$ cat config.mk
export PLATFORM = sky130hd
export DESIGN_NAME = mux_pipe_n
export DESIGN_NICKNAME = d
export VERILOG_FILES = /design/src/rtl/mux_pipe_n.sv
export SDC_FILE = /design/constraint.sdc
export NUM_CORES = 1
export LEC_CHECK = 0
export BUFFER_PORTS_ARGS = -buffer_cell sky130_fd_sc_hd__buf_2
export CORE_ASPECT_RATIO = 0.8
export CORE_UTILIZATION = 43
export CTS_CLUSTER_SIZE = 24
export DETAILED_ROUTE_END_ITERATION = 16
export PLACE_DENSITY = 0.86
export SLEW_MARGIN = 20
export SYNTH_ARGS = -nofsm -noshare
export SYNTH_HDL_FRONTEND = slang
export SYNTH_SLANG_ARGS = --single-unit
$ cat constraint.sdc
create_clock -name clk -period 1.45 [get_ports clk]
set_input_delay 0.145 -clock clk [delete_from_list [all_inputs] [get_ports clk]]
set_output_delay 0.145 -clock clk [all_outputs]
set_load 0.02 [all_outputs]
$ cat src/rtl/mux_pipe_n.sv
// mux_pipe_n: N-way, WIDTH-bit select mux with a registered, back-pressured output stage.
//
// The channel picked by sel is accepted into a 2-entry buffer: a main register that drives
// the outputs and a skid register that catches one extra word. Because of the skid entry,
// out_ready never reaches in_ready combinationally. in_ready depends only on sel, rst and
// the buffer occupancy.
//
// Ports:
//   clk        in   1        rising-edge clock
//   rst        in   1        synchronous active-high reset
//   sel        in   SELW     channel select, sampled every cycle
//   in_data    in   N*WIDTH  channel i at [i*WIDTH +: WIDTH]
//   in_valid   in   N        per-channel valid
//   in_ready   out  N        per-channel ready, at most one bit set
//   out_data   out  WIDTH    registered selected data
//   out_sel    out  SELW     channel index that out_data came from
//   out_valid  out  1        out_data/out_sel valid
//   out_ready  in   1        downstream accepts
//   sel_err    out  1        only with MUX_PIPE_SEL_ERR_EN: sticky flag for a cycle with
//                            sel >= N while any in_valid bit is set; cleared by rst only
//
// Build option: define MUX_PIPE_SEL_ERR_EN to add the sel_err output.

module mux_pipe_n #(
  parameter int unsigned WIDTH = 32,
  parameter int unsigned N     = 4,
  localparam int unsigned SELW = $clog2(N)
) (
  input  logic                 clk,
  input  logic                 rst,
  input  logic [SELW-1:0]      sel,
  input  logic [N*WIDTH-1:0]   in_data,
  input  logic [N-1:0]         in_valid,
  output logic [N-1:0]         in_ready,
  output logic [WIDTH-1:0]     out_data,
  output logic [SELW-1:0]      out_sel,
  output logic                 out_valid,
`ifdef MUX_PIPE_SEL_ERR_EN
  output logic                 sel_err,
`endif
  input  logic                 out_ready
);

  // Buffer occupancy: number of words held (main + skid).
  typedef enum logic [1:0] {
    StEmpty = 2'd0,
    StOne   = 2'd1,
    StFull  = 2'd2
  } state_e;

  state_e             state_q;
  logic [WIDTH-1:0]   main_data_q;
  logic [SELW-1:0]    main_sel_q;
  logic [WIDTH-1:0]   skid_data_q;
  logic [SELW-1:0]    skid_sel_q;

  logic               sel_ok;
  logic               sel_valid;
  logic [WIDTH-1:0]   sel_data;
  logic               accept;
  logic               drain;

  // Decode sel against every channel; an out-of-range sel (N not a power of two)
  // matches nothing, so sel_ok stays low and nothing is accepted.
  always_comb begin
    sel_ok    = 1'b0;
    sel_valid = 1'b0;
    sel_data  = '0;
    for (int unsigned i = 0; i < N; i++) begin
      if (sel == SELW'(i)) begin
        sel_ok    = 1'b1;
        sel_valid = in_valid[i];
        sel_data  = in_data[i*WIDTH +: WIDTH];
      end
    end
  end

  always_comb begin
    in_ready = '0;
    for (int unsigned i = 0; i < N; i++) begin
      in_ready[i] = !rst && (sel == SELW'(i)) && (state_q != StFull);
    end
  end

  assign accept    = !rst && sel_ok && sel_valid && (state_q != StFull);
  assign out_valid = (state_q != StEmpty);
  assign drain     = out_valid && out_ready;

  assign out_data  = main_data_q;
  assign out_sel   = main_sel_q;

  always_ff @(posedge clk) begin
    if (rst) begin
      state_q     <= StEmpty;
      main_data_q <= '0;
      main_sel_q  <= '0;
      skid_data_q <= '0;
      skid_sel_q  <= '0;
    end else begin
      unique case (state_q)
        StEmpty: begin
          if (accept) begin
            main_data_q <= sel_data;
            main_sel_q  <= sel;
            state_q     <= StOne;
          end
        end
        StOne: begin
          if (accept && drain) begin
            // Main word leaves this cycle, so the new word reloads main directly.
            main_data_q <= sel_data;
            main_sel_q  <= sel;
          end else if (accept) begin
            // Main is stalled; park the new word behind it.
            skid_data_q <= sel_data;
            skid_sel_q  <= sel;
            state_q     <= StFull;
          end else if (drain) begin
            state_q     <= StEmpty;
          end
        end
        StFull: begin
          if (drain) begin
            main_data_q <= skid_data_q;
            main_sel_q  <= skid_sel_q;
            state_q     <= StOne;
          end
        end
        default: begin
          state_q <= StEmpty;
        end
      endcase
    end
  end

`ifdef MUX_PIPE_SEL_ERR_EN
  logic sel_err_q;

  always_ff @(posedge clk) begin
    if (rst) begin
      sel_err_q <= 1'b0;
    end else if (!sel_ok && (|in_valid)) begin
      sel_err_q <= 1'b1;
    end
  end

  assign sel_err = sel_err_q;
`endif

endmodule

==> impl.org <==
** STA
- Relative max-transition margin :: a little over two thirds
- Slew of the pin with the lowest slew margin :: approximately 0.44 ns
- Final number of max-transition violations :: 0
- Final setup violation count :: 60
- Unrepaired setup endpoints after global routing :: yes
- In the finished design, the share of the clock period the worst path needs comes to 111%.
- Crit path time final :: between 1.5 and 2 ns
- For the final database, setup skew stands at around 0.0065 ns.
- The count of endpoints failing hold in the final timing report is 0.
- For this run, the top clock speed supported by timing is a little over 600 MHz.
- After layout, the worst setup slack is -0.160 ns.

** Layout
- The sequential cells in the finished layout cover a total of 0.00141 mm2.
- For this run, the post-layout net count is between 800 and 900.
- The area growth from synthesis to layout is 55.7%.
- Core utilization of the finished layout :: between 60% and 70%
- Share of post-route cells with drive strength above 1 :: between 50% and 60%
- The filler cells instantiated in the layout total slightly below 700.
- The number of antenna diodes in the final layout is 0.
- The multi-input combinational cells in the finished layout cover a total of between 0.002 and 0.003 mm2.

** Yosys
- Yosys mapped the design onto 36 distinct sky130hd cell types.
- Most used flip-flop cell after synthesis :: sky130_fd_sc_hd__dfxtp_1
- Post-synthesis sequential area ratio :: about a third
- Syn. warnings :: 0
- Proportion of synthesized flip-flops having asynchronous set or reset :: 0%
- The number of nets handed over by synthesis was 627.
- Combined area of all synthesized cells :: slightly above 0.004 mm2
- Averaged over all synthesized cells, the footprint is 8.21 um2.
- Number of flip-flops and latches in the synthesized netlist :: 70
- Number of flops mapped to enable cells by yosys :: 0
- Gate Count Post-Synth :: 490

** Status
- The checks that failed: negative setup slack.
- Result of the run :: finished with violations

** Global route
- Entering global routing, the biggest net connects 31 pins.
- Global routing consumed, over all layers together, 30.0% of the routing resources.
- The via count of the first global-routing pass came to roughly 4400.
- Initial antenna violation count :: 0
- Global routing finished with a remaining overflow of 0.
- The first global-routing pass estimated roughly 22000 um of wire.

** Die
- Measured along the x axis, the die boundary spans between 100 and 150 um.
- Starting utilization of the core area :: 44.3%
- The core region is 0.00908 mm2.
- Die outline area :: roughly 0.01 mm2
- In this run the core area contains 31 standard-cell rows.
- Count of pins on the block boundary :: about 180
- The die is between 80 and 90 um tall.

** Drt
- Via count :: 4859
- Dividing the detail-routed wire length by the instance count gives 19.7 um.
- The first routing iteration left between 400 and 500 violations.
- The final layout contains routed wiring with a total length of approximately 16000 um.
- In the routed layout, each cell is associated on average with a via count of roughly 6.
- Drt first pass iters :: 6
- Antenna violation net count after detailed routing :: 0
- DRC violation count after routing :: 0

** Setup path
- Category of the worst setup path capture point :: output pin
- Along the worst path, the maximum fanout reaches 6.
- CP bufs+invs :: 3
- CP max stage cell :: sky130_fd_sc_hd__dfxtp_4
- Critical Path, Cell by Cell :: buf_6, nor2b_4, buf_12, nor4_4, buf_4
- The worst setup path is launched from a register.
- The worst setup path is of the register to output pin kind.
- Arrival time at the worst endpoint :: roughly 1.5 ns
- Critical Path RT :: approximately 1.3 ns
- For this run, the slowest stage of the critical path takes 0.36 ns.
- Kind of cell adding the most delay to the critical path :: buffers and inverters

** Clock tree
- TritonCTS built the clock tree.
- Clock-pin slew reported for the worst setup and hold paths after clock tree synthesis :: roughly 0.050 ns
- Clock buffers created by TritonCTS :: 9
- CTS HTree Levels :: 3
- Deepest clock path buffer count :: 2
- The root buffer cell chosen for the clock tree is sky130_fd_sc_hd__clkbuf_16.
- Total clock sinks :: 70
- For the worst-skew pair, the clock arrives at the later sink with an insertion delay of 0.34 ns.

** Placed design
- Detailed placement ended at an HPWL of between 9000 and 10000 um.
- At the placement stage, the worst setup path has a slack of -0.126 ns.
- Buffers placed on the I/O ports in this run total roughly 180.
- At the end of routability-driven placement, the weighted congestion stood at roughly 0.9.

** Pwr
- Total design power :: 5.84 mW
- In this run the static leakage power is 2.65 nW.
- Power density normalized to cell area :: 932 mW/mm2
- Maximum VDD drop :: ~0.74 mV

** Job
- Max-capacitance violation count :: 0

** Min path
- The min-delay analysis places its worst path in the category primary input to register.
## what timing repair did
action	in CTS	in global routing
pin swaps	3	29
gates cloned	4	5
resized for setup	22	128
hold buffers	0	0
setup buffers	2	17
endpoints found under the setup margin	61	75
## area by class of cell
| cell class | instances | share of cell area (%) |
|---|---|---|
| clock buffers | 13 | 4.31 |
| clock inverters | 1 | 0.0799 |
| inverters | 3 | 0.180 |
| multi-input cells | 368 | 43.9 |
| flip-flops and latches | 70 | 22.4 |
| well taps | 115 | 2.30 |
| repair buffers | 238 | 26.8 |
## worst paths after layout
path                            startpoint                   endpoint  slack [ns]  cells after the start
setup / recovery   state_q[1]$_SDFFE_PP0P_                in_ready[0]       -0.16                      5
hold / removal                   out_ready    state_q[0]$_SDFFE_PP0P_        0.23                      3
setup reg to reg   state_q[0]$_SDFFE_PP0P_  out_data[21]$_SDFFE_PP0P_       -0.09                      7
hold reg to reg   out_data[4]$_SDFFE_PP0P_   out_data[4]$_SDFFE_PP0P_        0.46                      2
## state kept, by name, indices dropped and copies added, names as in the netlist
register,count
skid_sel_q,2
out_sel,2
skid_data_q,32
out_data,32
state_q,2
## worst min-delay path, delay by kind of cell
family / cells / cell delay [ns]
buf+inv: 1 / 0.13
simple gates: 1 / 0.13
compound gates: 1 / 0.10
## placed cells by master (no fill, tap or decap), types with 2 or more instances in the layout
cell | synthesis | layout
sky130_fd_sc_hd__buf_6 | 4 | 16
sky130_fd_sc_hd__dfxtp_1 | 70 | 68
sky130_fd_sc_hd__a311oi_1 | 2 | 2
sky130_fd_sc_hd__buf_12 | 0 | 10
sky130_fd_sc_hd__nor2b_1 | 4 | 3
sky130_fd_sc_hd__o21ai_2 | 1 | 10
sky130_fd_sc_hd__a21oi_2 | 0 | 23
sky130_fd_sc_hd__nand3_2 | 0 | 5
sky130_fd_sc_hd__clkbuf_16 | 0 | 13
sky130_fd_sc_hd__nand3_1 | 66 | 51
sky130_fd_sc_hd__nand3_4 | 0 | 10
sky130_fd_sc_hd__a21oi_1 | 69 | 45
sky130_fd_sc_hd__buf_8 | 0 | 2
sky130_fd_sc_hd__buf_2 | 22 | 170
sky130_fd_sc_hd__mux4_2 | 32 | 32
sky130_fd_sc_hd__nand2_1 | 100 | 100
sky130_fd_sc_hd__clkbuf_8 | 0 | 3
sky130_fd_sc_hd__inv_1 | 3 | 3
sky130_fd_sc_hd__nor2_1 | 4 | 4
sky130_fd_sc_hd__o21ai_0 | 61 | 19
sky130_fd_sc_hd__nand2b_1 | 3 | 2
sky130_fd_sc_hd__nor4_4 | 0 | 2
sky130_fd_sc_hd__o21ai_1 | 6 | 38
sky130_fd_sc_hd__and3_4 | 0 | 2
sky130_fd_sc_hd__o21ai_4 | 1 | 2
sky130_fd_sc_hd__buf_4 | 1 | 34
## Yosys cell counts (2+ instances only)
cell	number	area share (%)
sky130_fd_sc_hd__nand2b_1	3	0.47
sky130_fd_sc_hd__nor2_1	4	0.37
sky130_fd_sc_hd__a21boi_2	2	0.56
sky130_fd_sc_hd__a21oi_1	69	8.6
sky130_fd_sc_hd__mux4_2	32	18
sky130_fd_sc_hd__nor2b_1	4	0.62
sky130_fd_sc_hd__nand2_1	100	9.3
sky130_fd_sc_hd__buf_2	22	2.7
sky130_fd_sc_hd__dfxtp_1	70	35
sky130_fd_sc_hd__nand3_1	66	8.2
sky130_fd_sc_hd__nor4_1	2	0.31
sky130_fd_sc_hd__o21ai_0	61	7.6
sky130_fd_sc_hd__o21ai_1	6	0.75
sky130_fd_sc_hd__a311oi_1	2	0.44
sky130_fd_sc_hd__inv_1	3	0.28
sky130_fd_sc_hd__buf_6	4	1.1
sky130_fd_sc_hd__and3_1	2	0.31
sky130_fd_sc_hd__clkbuf_2	2	0.25
sky130_fd_sc_hd__clkbuf_1	19	1.8
## per-layer routing
layer	track usage, %	share of wire (%)
met1	36.1	38
met2	51.9	49
met3	9.35	11
met4	8.73	2.0
met5	0	0
## through the flow
step                hold WS, ns  instance area, um2  setup TNS (ns)  cells
floorplan                 0.354                4020          -0.447    490
global placement          0.454                5170           -1.40    768
detailed placement        0.463                5170           -4.23    768
CTS                       0.191                5630           -3.16    788
global route              0.257                6260           -6.76    808
finish                    0.233                6260           -2.92    808
## where the power goes
group | total, mW | switching, mW | internal, mW
Combinational | 1.70 | 0.919 | 0.777
Clock | 2.07 | 0.789 | 1.28
Sequential | 2.08 | 0.0547 | 2.02
Total | 5.84 | 1.76 | 4.08
## kinds of logic (layout without fill, tap and decap cells)
kind of cell	count (synthesis)	in the layout	synth area share, %
compound gates	151	151	20.6
buf+inv	52	255	6.44
flops	70	70	34.8
mux	32	32	17.9
simple gates	185	185	20.3
Note: power is estimated with default switching activity, not from simulation.
